File: config.mk
export PLATFORM = sky130hd
export DESIGN_NAME = std_op_sequencer
export DESIGN_NICKNAME = d
export VERILOG_FILES = /design/src/rtl/std_op_sequencer.sv
export SDC_FILE = /design/constraint.sdc
export NUM_CORES = 1
export LEC_CHECK = 0
export CAP_MARGIN = 20
export CORE_ASPECT_RATIO = 0.5
export CORE_MARGIN = 8
export CORE_UTILIZATION = 30
export DETAILED_ROUTE_END_ITERATION = 7
export REMOVE_ABC_BUFFERS = 1
export SLEW_MARGIN = 10
export SYNTH_ARGS = -nofsm -noshare
export SYNTH_HDL_FRONTEND = slang
export SYNTH_SLANG_ARGS = --single-unit
File: constraint.sdc
create_clock -name clk -period 9.35 [get_ports clk]
set_input_delay 1.4025 -clock clk [delete_from_list [all_inputs] [get_ports clk]]
set_output_delay 1.4025 -clock clk [all_outputs]
set_load 0.1 [all_outputs]
File: src/rtl/std_op_sequencer.sv
// Sequences operand pairs from a 2-entry FIFO through an external go/done
// multicycle unit, one operation at a time, and holds each result for downstream.
module std_op_sequencer #(
  parameter int width = 32
) (
  input  logic             clk,
  input  logic             reset,
  input  logic             in_valid,
  output logic             in_ready,
  input  logic [width-1:0] in_left,
  input  logic [width-1:0] in_right,
  output logic             unit_go,
  output logic [width-1:0] unit_left,
  output logic [width-1:0] unit_right,
  input  logic [width-1:0] unit_out,
  input  logic             unit_done,
  output logic             out_valid,
  input  logic             out_ready,
  output logic [width-1:0] out_data,
  output logic             busy
);

  typedef enum logic [1:0] {
    S_IDLE,
    S_ISSUE,
    S_RELEASE
  } state_t;

  state_t           r_state;
  state_t           w_state_nxt;
  logic [width-1:0] r_fifo_left  [2];
  logic [width-1:0] r_fifo_right [2];
  logic             r_wr_ptr;
  logic             r_rd_ptr;
  logic [1:0]       r_count;
  logic             r_unit_go;
  logic [width-1:0] r_unit_left;
  logic [width-1:0] r_unit_right;
  logic             r_out_valid;
  logic [width-1:0] r_out_data;
  logic             w_push;
  logic             w_issue;
  logic             w_capture;
  logic             w_consume;

  // Full FIFO refuses a push even when the same edge pops it.
  assign in_ready  = (r_count != 2'd2);
  assign w_push    = in_valid && in_ready;
  assign w_capture = (r_state == S_ISSUE) && unit_done;
  assign w_consume = r_out_valid && out_ready;

  // NOTE: every signal written here gets a default first, so no path can leave
  // it unassigned and infer a latch.
  always_comb begin
    w_state_nxt = r_state;
    w_issue     = 1'b0;
    case (r_state)
      S_IDLE: begin
        if ((r_count != 2'd0) && (!r_out_valid || out_ready)) begin
          w_issue     = 1'b1;
          w_state_nxt = S_ISSUE;
        end
      end
      S_ISSUE: begin
        if (unit_done) w_state_nxt = S_RELEASE;
      end
      S_RELEASE: w_state_nxt = S_IDLE;
      default:   w_state_nxt = S_IDLE;
    endcase
  end

  // NOTE: state registers use non-blocking assignments so every flop samples
  // pre-edge values regardless of process evaluation order.
  always_ff @(posedge clk or negedge reset) begin
    if (!reset) r_state <= S_IDLE;
    else        r_state <= w_state_nxt;
  end

  // NOTE: FIFO storage carries no reset; occupancy is tracked by r_count, so
  // stale entries are never read and the array can map to plain storage.
  always_ff @(posedge clk) begin
    if (w_push) begin
      r_fifo_left[r_wr_ptr]  <= in_left;
      r_fifo_right[r_wr_ptr] <= in_right;
    end
  end

  always_ff @(posedge clk or negedge reset) begin
    if (!reset) begin
      r_wr_ptr <= 1'b0;
      r_rd_ptr <= 1'b0;
      r_count  <= 2'd0;
    end else begin
      if (w_push)  r_wr_ptr <= ~r_wr_ptr;
      if (w_issue) r_rd_ptr <= ~r_rd_ptr;
      case ({w_push, w_issue})
        2'b10:   r_count <= r_count + 2'd1;
        2'b01:   r_count <= r_count - 2'd1;
        default: r_count <= r_count;
      endcase
    end
  end

  // Go and operands are held for the whole ISSUE state, then cleared on done.
  always_ff @(posedge clk or negedge reset) begin
    if (!reset) begin
      r_unit_go    <= 1'b0;
      r_unit_left  <= '0;
      r_unit_right <= '0;
    end else if (w_issue) begin
      r_unit_go    <= 1'b1;
      r_unit_left  <= r_fifo_left[r_rd_ptr];
      r_unit_right <= r_fifo_right[r_rd_ptr];
    end else if (w_capture) begin
      r_unit_go    <= 1'b0;
      r_unit_left  <= '0;
      r_unit_right <= '0;
    end
  end

  always_ff @(posedge clk or negedge reset) begin
    if (!reset) begin
      r_out_valid <= 1'b0;
      r_out_data  <= '0;
    end else if (w_capture) begin
      r_out_valid <= 1'b1;
      r_out_data  <= unit_out;
    end else if (w_consume) begin
      r_out_valid <= 1'b0;
    end
  end

  assign unit_go    = r_unit_go;
  assign unit_left  = r_unit_left;
  assign unit_right = r_unit_right;
  assign out_valid  = r_out_valid;
  assign out_data   = r_out_data;
  assign busy       = (r_state != S_IDLE);

endmodule

==> results.py <==
metrics = {
    "sta": {
        "fin_setup_tns_ns": 0,
        "max_slew_margin_pct": 28.9,
        "clock_skew_ns": 0.0205,
        "max_freq_mhz": 270,
        "finalCritPeriodShare_pct": 39.6,
        "rsz0062_at_grt": "false",
        "finalMaxSlewViolations": 0,
        "worst-slew-pin-transition_ns": 1.06,
        "hold_viol": 0,
        "setup_viol": 0,
        "period_minus_slack_ns": 3.71,
    },
    "worst_setup_path": {
        "rr_worst_depth": 4,
        "crit_path_end_kind": "output port",
        "r2r-end": "r_fifo_left[0][1]",
        "cp_max_fo": 4,
        "r2r-start": "r_count[0]",
        "cp_data_required_time_ns": 7.95,
        "arrival_ns": 2.30,
        "start_kind": "register",
        "crit_start": "r_count[0]",
        "r2r_setup_slack_ns": 7.02,
        "crit_end": "in_ready",
        "critPathKind": "reg2out",
    },
    "logic_synthesis": {
        "seq_area_frac_synth_pct": 74.5,
        "avgSynthCellArea_um2": 17.2,
        "synthCells": 503,
        "ys_seq_elements": 232,
        "synth_edf_count": 128,
        "yosysTopAreaCell": "edfxtp_1",
        "synth-async-reset-ratio_pct": 44.8,
        "synth_top_area_share_pct": 44.4,
        "ys_top_cells_by_area": "edfxtp_1 44%, dfrtp_1 30%, mux2i_1 15%",
        "synth_warnings": 0,
        "netlist_area_mm2": 0.00866,
        "synth_commonest_cells": "128 x edfxtp_1, 128 x mux2i_1, 104 x dfrtp_1, 66 x nand2_1, 32 x mux2_2",
        "synth_top_flop_cell": "edfxtp_1",
        "ys_types": 24,
    },
    "cells_and_area": {
        "final_nets": 813,
        "layout-drive-gt1-share_pct": 11.9,
        "areaGrowthSynthToFinish_pct": 37.5,
        "fill_cells": 2571,
    },
    "grt": {
        "grt_usage_pct": 11.2,
        "grt_pass1_wl_mm": 31.0,
        "grt_max_degree": 63,
        "grt_overflow": 0,
        "grt_antenna_before_repair": 2,
        "grt_pass1_vias": 5246,
    },
    "placement": {
        "dpl.hpwl_mm": 13.7,
        "routabilityCongestion": 0.734,
        "port_buffers": 200,
    },
    "detailed_routing": {
        "drt_iter0_markers": 198,
        "vias": 4807,
        "post_drt_wl_per_cell_um": 18.2,
        "drt_first_pass_iters": 4,
        "drc": 0,
        "routed_wl_mm": 20.4,
        "ant_nets": 0,
        "viasPerCell": 4.28,
    },
    "clocking": {
        "ctsHoldBuffers": 0,
        "clk_latency_ns": 0.54,
        "cts_resized": 0,
        "cts_max_level": 1,
        "clk_pin_slew_ns": 0.06,
        "cts_setup_buffers": 0,
        "clockBufferDepth": 3,
        "tritoncts": "yes",
        "cts-root-buf": "clkbuf_16",
        "numCtsBuffers": 24,
        "clkSinkCount": 232,
    },
    "floorplanning": {
        "die_area_mm2": 0.0349,
        "die_h_um": 136,
        "start_util_pct": 30.2,
        "die_w_um": 256,
        "coreArea_mm2": 0.0287,
        "rows": 44,
        "io_pins": 201,
    },
    "hold_path": {
        "hp-class": "reg2reg",
    },
    "flow_run": {
        "maxCapViolCount": 0,
    },
    "run_status": {
        "status": "complete, no violations",
    },
}
## how the worst min path moves through the flow
stage	from	end	slack (ns)	cells after the start
6_report	unit_go	unit_go	0.48	1
5_1_grt	unit_go	unit_go	0.49	1
4_1_cts	unit_go	unit_go	0.48	1
3_5_place_dp	unit_go	unit_go	0.47	1
3_3_place_gp	unit_go	unit_go	0.46	1
2_1_floorplan	r_wr_ptr	r_wr_ptr	0.46	1
## per-layer routing
metal | up-vias | GRT usage (%) | share of wire, %
li1 | 2243 | - | -
met5 | - | 0 | 0
met4 | 0 | 3.49 | 2.2
met2 | 73 | 21.9 | 56
met1 | 2460 | 12.2 | 38
met3 | 31 | 2.22 | 3.2
## kinds of logic after synthesis
kind of cell	Yosys count	synth area share (%)
flip-flops	232	74.5
multiplexers	160	19.0
AND/OR/NAND/NOR	77	3.67
buffers and inverters	27	2.07
XOR/XNOR	5	0.593
AO/OA/AOI/OAI	1	0.0868
adder cells (fa/ha/maj)	1	0.145
## metrics by stage
step	hold WS (ns)	setup WS, ns	cell area [µm²]	cells	util (%)
floorplan	0.461	3.07	8480	477	-
global placement	0.461	5.68	11000	1076	38.5
detailed placement	0.466	5.67	11000	1076	38.5
CTS	0.480	5.61	11900	1120	41.5
global route	0.494	5.57	11900	1122	41.5
finish	0.477	5.64	11900	1122	41.5
## layout by cell type, fill, tap and decap left out, types with 2 or more instances in the layout
cell type        instances
nand2_1                 66
edfxtp_1               128
clkinv_4                 2
inv_6                    2
nor2_1                   2
mux2i_1                128
bufinv_16                3
clkinv_2                 4
nand2b_1                 2
clkdlybuf4s50_1        199
mux2_2                  32
clkbuf_8                 4
xnor2_1                  3
diode_2                  2
clkbuf_1                 3
dfrtp_1                103
buf_4                    9
clkbuf_16               24
## flip-flops by register name, summed over array words and instances (netlist names), 2 cells and up
signal / flops
out_data: 32
r_count: 2
r_fifo_left: 64
r_fifo_right: 64
r_state: 2
unit_left: 32
unit_right: 32
## area by class of cell
class,instances,area [µm²],share of cell area (%)
Antenna cell,2,5.00,0.0421
Multi-Input combinational cell,244,2050,17.2
Clock inverter,13,179,1.50
Tap cell,391,489,4.11
Inverter,1,3.75,0.0315
Clock buffer,31,667,5.60
Sequential cell,232,6450,54.2
Timing Repair Buffer,208,2060,17.3
## worst max-delay path, cell delays in order, from the launching register on
cell             delay [ns]
dfrtp_1                0.41
nand2b_1               0.18
clkdlybuf4s50_1        1.18
Power is left out: the tool's default activity adds up to more than one toggle a clock period on the data nets, which glitch-free logic cannot reach.
